## src/rtl/serial_tx.sv

```systemverilog
// serial_tx: parallel-in, asynchronous-serial-out frame transmitter.
// Latency: tx goes low on the acceptance edge; frame_done pulses
//    (DATA_W+2)*CLKS_PER_BIT cycles later (+CLKS_PER_BIT with parity).
// Backpressure: in_ready is low for the whole frame; in_valid/in_data are
//    ignored while busy, and at least one IDLE cycle separates frames.
//
// Ports:
//    clk        - sole clock, all state updates on posedge
//    r          - asynchronous active-low reset
//    in_valid   - producer has a word on in_data
//    in_data    - parallel word to send (DATA_W bits)
//    in_ready   - block accepts a word this cycle
//    tx         - serial line, idles high, driven from a register
//    busy       - frame in progress
//    frame_done - one-cycle pulse at the end of the stop bit
//
// Frame: start(0), DATA_W data bits LSB-first, [even parity], stop(1).
// Optional feature: define SERIAL_TX_PARITY_EN to insert the parity bit.

module serial_tx #(
   parameter int DATA_W       = 8,
   parameter int CLKS_PER_BIT = 16
) (
   input  logic              clk,
   input  logic              r,
   input  logic              in_valid,
   input  logic [DATA_W-1:0] in_data,
   output logic              in_ready,
   output logic              tx,
   output logic              busy,
   output logic              frame_done
);

   localparam int TW = $clog2(CLKS_PER_BIT);
   localparam int IW = $clog2(DATA_W);
   localparam logic [TW-1:0] TIMER_LAST = TW'(CLKS_PER_BIT - 1);
   localparam logic [IW-1:0] IDX_LAST   = IW'(DATA_W - 1);

`ifdef SERIAL_TX_PARITY_EN
   typedef enum logic [2:0] {
      S_IDLE,
      S_START,
      S_DATA,
      S_PARITY,
      S_STOP
   } state_t;
`else
   typedef enum logic [2:0] {
      S_IDLE,
      S_START,
      S_DATA,
      S_STOP
   } state_t;
`endif

   state_t            state_q, state_d;
   logic [TW-1:0]     timer_q, timer_d;
   logic [IW-1:0]     idx_q,   idx_d;
   logic [DATA_W-1:0] shreg_q, shreg_d;
   logic              tx_q,    tx_d;
   logic              ready_q, ready_d;
   logic              busy_q,  busy_d;
   logic              done_q,  done_d;
`ifdef SERIAL_TX_PARITY_EN
   // Parity is taken from the word at acceptance, since the shift
   // register no longer holds the full word once the data bits go out.
   logic              parity_q, parity_d;
`endif

   logic bit_end;

   // Last cycle of the current serial bit.
   assign bit_end = (timer_q == TIMER_LAST);

   always_comb begin
      state_d  = state_q;
      timer_d  = timer_q;
      idx_d    = idx_q;
      shreg_d  = shreg_q;
      tx_d     = tx_q;
      ready_d  = ready_q;
      busy_d   = busy_q;
      done_d   = 1'b0;
`ifdef SERIAL_TX_PARITY_EN
      parity_d = parity_q;
`endif

      case (state_q)
         S_IDLE: begin
            // Timer is held at zero so every frame starts on a clean bit.
            timer_d = '0;
            if (in_valid && ready_q) begin
               shreg_d  = in_data;
`ifdef SERIAL_TX_PARITY_EN
               parity_d = ^in_data;
`endif
               idx_d    = '0;
               state_d  = S_START;
               tx_d     = 1'b0;
               ready_d  = 1'b0;
               busy_d   = 1'b1;
            end
         end

         S_START: begin
            if (bit_end) begin
               timer_d = '0;
               idx_d   = '0;
               state_d = S_DATA;
               tx_d    = shreg_q[0];
            end else begin
               timer_d = timer_q + 1'b1;
            end
         end

         S_DATA: begin
            if (bit_end) begin
               timer_d = '0;
               shreg_d = shreg_q >> 1;
               if (idx_q == IDX_LAST) begin
`ifdef SERIAL_TX_PARITY_EN
                  state_d = S_PARITY;
                  tx_d    = parity_q;
`else
                  state_d = S_STOP;
                  tx_d    = 1'b1;
`endif
               end else begin
                  idx_d = idx_q + 1'b1;
                  // tx is registered, so present the bit that becomes
                  // bit 0 after this shift.
                  tx_d  = shreg_q[1];
               end
            end else begin
               timer_d = timer_q + 1'b1;
            end
         end

`ifdef SERIAL_TX_PARITY_EN
         S_PARITY: begin
            if (bit_end) begin
               timer_d = '0;
               state_d = S_STOP;
               tx_d    = 1'b1;
            end else begin
               timer_d = timer_q + 1'b1;
            end
         end
`endif

         S_STOP: begin
            if (bit_end) begin
               timer_d = '0;
               idx_d   = '0;
               state_d = S_IDLE;
               tx_d    = 1'b1;
               ready_d = 1'b1;
               busy_d  = 1'b0;
               done_d  = 1'b1;
            end else begin
               timer_d = timer_q + 1'b1;
            end
         end

         default: begin
            timer_d = '0;
            idx_d   = '0;
            state_d = S_IDLE;
            tx_d    = 1'b1;
            ready_d = 1'b1;
            busy_d  = 1'b0;
         end
      endcase
   end

   always_ff @(posedge clk or negedge r) begin
      if (!r) begin
         state_q  <= S_IDLE;
         timer_q  <= '0;
         idx_q    <= '0;
         shreg_q  <= '0;
         tx_q     <= 1'b1;
         ready_q  <= 1'b1;
         busy_q   <= 1'b0;
         done_q   <= 1'b0;
`ifdef SERIAL_TX_PARITY_EN
         parity_q <= 1'b0;
`endif
      end else begin
         state_q  <= state_d;
         timer_q  <= timer_d;
         idx_q    <= idx_d;
         shreg_q  <= shreg_d;
         tx_q     <= tx_d;
         ready_q  <= ready_d;
         busy_q   <= busy_d;
         done_q   <= done_d;
`ifdef SERIAL_TX_PARITY_EN
         parity_q <= parity_d;
`endif
      end
   end

   assign tx         = tx_q;
   assign in_ready   = ready_q;
   assign busy       = busy_q;
   assign frame_done = done_q;

endmodule

```

## config.mk

```make
export PLATFORM = sky130hd
export DESIGN_NAME = serial_tx
export DESIGN_NICKNAME = d
export VERILOG_FILES = /design/src/rtl/serial_tx.sv
export SDC_FILE = /design/constraint.sdc
export NUM_CORES = 1
export LEC_CHECK = 0
export ABC_AREA = 1
export ABC_CLOCK_PERIOD_IN_PS = 2000
export CAP_MARGIN = 20
export CORE_MARGIN = 3
export CORE_UTILIZATION = 55
export DETAILED_ROUTE_END_ITERATION = 8
export DONT_BUFFER_PORTS = 1
export HOLD_SLACK_MARGIN = 0.12
export PLACE_DENSITY = 0.69
export SYNTH_ARGS = -nofsm -noshare
export SYNTH_HDL_FRONTEND = slang
export SYNTH_SLANG_ARGS = --single-unit
```

## constraint.sdc

```tcl
create_clock -name clk -period 2 [get_ports clk]
set_clock_uncertainty 0.15 [all_clocks]
set_input_delay 0.3 -clock clk [delete_from_list [all_inputs] [get_ports clk]]
set_output_delay 0.3 -clock clk [all_outputs]
set_load 0.02 [all_outputs]
```

==> results of run 1 <==
flip-flops by register name, summed over array words and instances (netlist names):
signal      cells
state_q         2
timer_q         4
in_ready        1
shreg_q         8
frame_done      1
busy            1
idx_q           3
tx              1
what timing repair did:
| item | in CTS | in global routing |
|---|---|---|
| setup endpoints to repair | 0 | 8 |
| gates resized for setup | 0 | 2 |
| endpoints found under the hold margin | 23 | 0 |
| hold buffers | 3 | 0 |
layer usage:
| layer | up-vias | GRT usage (%) | routed length (um) |
|---|---|---|---|
| met5 | - | 0 | 0 |
| met1 | 394 | 27.0 | 980 |
| li1 | 455 | - | - |
| met4 | 0 | 5.11 | 26 |
| met2 | 18 | 26.2 | 863 |
| met3 | 4 | 3.99 | 112 |
power by group:
group          switching (mW)  internal [mW]
Clock                   0.130         0.0746
Sequential                  0          0.425
Combinational          0.0134        0.00889
Total                   0.143          0.508
cell usage after synthesis (3+ instances only):
cell	instances	area, um2
or2_1	5	31.3
dfrtp_1	19	475
inv_2	3	11.3
nand2_1	40	150
nor2_1	9	33.8
inv_1	10	37.5
ha_1	10	125
o21ai_0	3	15.0
o21ai_1	7	35.0
nand3_1	7	35.0
o21ai_2	8	70.1
how the worst max path moves through the flow:
stage / from / endpoint / slack (ns) / depth (start not counted)
floorplan: state_q[0] / shreg_q[6] / 0.42 / 6
global placement: state_q[0] / shreg_q[7] / 0.26 / 6
detailed placement: state_q[0] / shreg_q[1] / 0.17 / 6
CTS: state_q[0] / shreg_q[1] / 0.14 / 6
global route: state_q[0] / shreg_q[3] / 0.10 / 7
finish: state_q[0] / shreg_q[1] / 0.26 / 7
cell families (layout without fill, tap and decap cells):
group | Yosys count | after routing | synth area share, %
AOI/OAI and AO/OA | 23 | 23 | 13.3
xor gates and xnor gates | 1 | 1 | 0.740
adders and majority gates | 10 | 10 | 10.6
buffers and inverters | 15 | 20 | 5.50
DFF | 21 | 21 | 44.6
and+or+nand+nor | 67 | 67 | 25.3
final cells by class:
cell class                 instances  area, um2
fill                             174        736
multi-input combinational        101        598
sequential                        21        528
inverter                          13       48.8
tap                               27       33.8
timing repair buffer               3       30.0
clock buffer                       3       22.5
clock inverter                     1       5.00
through the flow:
step	utilization, %	hold slack, ns
after floorplan	-	-0.146
after global placement	60.0	-0.145
after detailed placement	60.0	-0.145
after CTS	62.9	0.125
after global routing	63.2	0.156
final	63.2	0.135
critical path: stages (launching register included):
cell	delay, ns
dfrtp_1	0.45
inv_1	0.16
ha_1	0.25
nor2_1	0.08
nor2_1	0.20
nand2_4	0.17
nand2_1	0.11
o21ai_2	0.06
==> impl_metrics.tcl, run 1 <==
set metrics [dict create \
    status "complete, no violations" \
    grt.total_usage_pct 18.2 \
    drv_slew 0 \
    hold_start "in_data[2]" \
    antenna_found_initial 0 \
    rows 16 \
    dp.cells 162 \
    totalWireLength_um 1980 \
    setup_violations 0 \
    ys_warn_count 0 \
    ys_types 23 \
    cp-end-kind "register" \
    port_buffers 0 \
    rsz0062_at_grt "no" \
    total_power_mw 0.651 \
    cts_setup_buffers 0 \
    final_common_cell "nand2_1" \
    final-instance-count-excl-fill 169 \
    cts_buffer_depth 2 \
    clkSinkCount 21 \
    start_util_pct 59.1 \
    syn_inst 137 \
    grt_pass1_vias 855 \
    drt_iter0_drc 21 \
    min_path_cells 3 \
    mappedNetlistArea_mm2 0.00118 \
    reg2reg_depth 7 \
    fmax_ghz 0.574 \
    yosysSeqAreaShare_pct 44.6 \
    gp_congestion 0.723 \
    antenna_left 0 \
    vias 871 \
    min_to "shreg_q[2]" \
    num_antenna_cells 0 \
    grt_max_degree 22 \
    dpl-instance-area_mm2 0.00120 \
    first_pass_iters 4 \
    ys_ff_latch 21 \
    layout_common_cells "nand2_1 (40), dfrtp_1 (19), inv_1 (10)" \
    ir_drop_mv 0.441 \
    ys.flop_type "dfrtp_1" \
    final_area_mm2 0.00127 \
    fin_nets 164 \
    grt_pass1_wl_um 3740 \
    fin_crit_ns 1.74 \
    clk_latency_ns 0.30 \
    syn-num-nets 158 \
    die_w_um 52.4 \
    start_kind "register" \
    cp.required_ns 2.05 \
    drv_cap 0 \
    slew_headroom_pct 39.5 \
    finalCritPeriodShare_pct 87.2 \
    die_h_um 52.4 \
    clkTransAtPathRegs_ns 0.12 \
    wl_per_cell_um 11.7 \
    grt-ovfl-total 0 \
    cts_inserted_buffers 3 \
    dp_hpwl_um 1490 \
    cp_max_fo 16 \
    vias_per_cell 5.15 \
    syn_area_per_cell_um2 8.64 \
    crit-reg2reg-launch "state_q[0]" \
    powerDensity_mw_per_mm2 514 \
    tightest_slew_ns 0.904 \
    cts-root-buf "clkbuf_4" \
    fin_ws_ns 0.257 \
    htree_levels 1 \
    hp-class "primary input to register" \
    syn_to_final_growth_pct 6.98 \
    synth-edff-count 0 \
    leakage_nw 0.652 \
    cts_tree "done" \
    io_pins 15 \
    worstSetupPathType "register to register" \
    place_worst_setup_slack_ns 0.173 \
    setup_tns_ns 0 \
    layout-drive-gt1-share_pct 16.9 \
    async_flop_share_pct 100 \
    arrival_ns 1.80 \
    finalHoldViolCount 0 \
    rrSetupSlack_ns 0.26 \
    floorplan.die_area_mm2 0.00274 \
    drc_errors 0 \
    core-area_mm2 0.00200 \
    r2r_end "shreg_q[1]" \
]
(Power assumes the default switching activity.)
==> run 2: changes to the inputs <==
--- a/config.mk
+++ b/config.mk
@@ -13,7 +13,7 @@
 export DETAILED_ROUTE_END_ITERATION = 8
 export DONT_BUFFER_PORTS = 1
 export HOLD_SLACK_MARGIN = 0.12
-export PLACE_DENSITY = 0.69
+export PLACE_DENSITY = 0.78
 export SYNTH_ARGS = -nofsm -noshare
 export SYNTH_HDL_FRONTEND = slang
 export SYNTH_SLANG_ARGS = --single-unit
==> impl_metrics.tcl, run 2 (synthesized netlist as in run 1, its figures left out) <==
set metrics [dict create \
    status "complete, no violations" \
    syn_to_final_growth_pct 8.67 \
    antenna_left 0 \
    cp-end-kind "register" \
    fillers 193 \
    fin_ws_ns 0.225 \
    utilization_pct 64.3 \
    grt-ovfl-total 0 \
    crit_family "simple AND/OR/NAND/NOR gates" \
    drv_cap 0 \
    clkTransAtPathRegs_ns 0.12 \
    die_h_um 52.4 \
    dp_hpwl_um 1500 \
    wl_met1_um 968 \
    floorplan.die_area_mm2 0.00274 \
    first_pass_iters 4 \
    tightest_slew_ns 0.910 \
    ff_latch_area_um2 528 \
    rrSetupSlack_ns 0.23 \
    rsz0062_at_grt "no" \
    final_common_cell "nand2_1" \
    vias_per_cell 5.07 \
    crit_slowest_cell "dfrtp_1" \
    powerDensity_mw_per_mm2 514 \
    cp_max_fo 16 \
    io_pins 15 \
    cp_num_buf_inv 1 \
    cts_inserted_buffers 3 \
    finalCritPeriodShare_pct 88.7 \
    reg2reg_depth 7 \
    clk_latency_ns 0.31 \
    totalWireLength_um 2090 \
    wl_met2_um 1000 \
    largest_registers "shreg_q x8, timer_q x4, idx_q x3" \
    fmax_ghz 0.563 \
    grt_max_degree 22 \
    crit_path_cell_trace "inv_1, ha_1, nor2_1, nor2_1, nand2_4, nand2_1, o21ai_2" \
    multiInputGateArea_um2 598 \
    r2r_end "shreg_q[0]" \
    crit_top_cell "nor2_1" \
    hp-class "primary input to register" \
    port_buffers 0 \
    cts_buffer_depth 2 \
    htree_levels 1 \
    layout-drive-gt1-share_pct 16.7 \
    start_kind "register" \
    vias 867 \
    largest_register_ffs 8 \
    arrival_ns 1.84 \
    cp.required_ns 2.06 \
    cts-root-buf "clkbuf_4" \
    ir_drop_mv 0.374 \
    total_power_mw 0.661 \
    fin_nets 166 \
    slew_headroom_pct 39.1 \
    core-area_mm2 0.00200 \
    grt_pass1_vias 887 \
    drt_iter0_drc 25 \
    grt_pass1_wl_um 3840 \
    finalHoldViolCount 0 \
    num_antenna_cells 0 \
    wl_per_cell_um 12.2 \
    cts_tree "done" \
    top_layer "met4" \
    worstSetupPathType "register to register" \
    drv_slew 0 \
    hold_start "in_data[4]" \
    fin_crit_ns 1.77 \
    die_w_um 52.4 \
    regMostFlops "shreg_q" \
    start_util_pct 59.1 \
    crit-reg2reg-launch "state_q[0]" \
    min_to "shreg_q[4]" \
    antenna_found_initial 0 \
    min_path_cells 3 \
    setup_tns_ns 0 \
    cts_setup_buffers 0 \
    place_worst_setup_slack_ns 0.128 \
    cp_slowest_stage_delay_ns 0.44 \
    routed-wl-met3_um 88 \
    setup_violations 0 \
    clkSinkCount 21 \
    rows 16 \
    gp_congestion 0.793 \
    critical_path_depth 7 \
    drc_errors 0 \
    layout_common_cells "nand2_1 (40), dfrtp_1 (19), inv_1 (10)" \
    leakage_nw 0.660 \
    grt.total_usage_pct 18.8 \
]
run 2: cell count changes in the layout (fill, tap and decap cells not counted):
| cell | before | now |
|---|---|---|
| dlygate4sd3_1 | 3 | 5 |
run 2: through the flow:
stage | hold WS [ns] | std cells | area, um2
after CTS | 0.122 | 171 | 1280
after global placement | -0.145 | 162 | 1200
after floorplan | -0.146 | 137 | 1180
final | 0.124 | 171 | 1290
after global routing | 0.154 | 171 | 1290
after detailed placement | -0.145 | 162 | 1200
run 2: repair_timing:
| item | CTS | global route |
|---|---|---|
| endpoints found under the hold margin | 25 | 0 |
| hold buffers | 5 | 0 |
| resized for setup | 0 | 2 |
| setup endpoints to repair | 0 | 9 |
run 2: final cells by class:
class,count,share of cell area [%]
timing repair buffer,5,3.89
clock buffer,3,1.75
inverter,13,3.79
multi-input combinational,101,46.5
clock inverter,1,0.389
tap,27,2.63
sequential,21,41.1
run 2: how the worst max path moves through the flow:
stage | startpoint | endpoint | slack, ns
floorplan | state_q[0] | shreg_q[6] | 0.42
global placement | state_q[0] | shreg_q[4] | 0.24
detailed placement | state_q[0] | shreg_q[0] | 0.13
CTS | state_q[0] | shreg_q[0] | 0.1
global route | state_q[0] | shreg_q[5] | 0.08
finish | state_q[0] | shreg_q[0] | 0.23
run 2: worst min-delay path, cell delays in order:
cell,delay (ns)
or2_1,0.07
o21ai_1,0.07
o21ai_2,0.12
run 2: where the power goes:
group          switching, mW  internal (mW)
registers                  0          0.425
clock network          0.136         0.0748
logic                 0.0139         0.0115
total                  0.150          0.511
run 2: metal layers:
| metal | track usage [%] | up-vias |
|---|---|---|
| met4 | 7.66 | 0 |
| met5 | 0 | - |
| met1 | 23.0 | 397 |
| met2 | 32.2 | 18 |
| li1 | - | 450 |
| met3 | 3.42 | 2 |
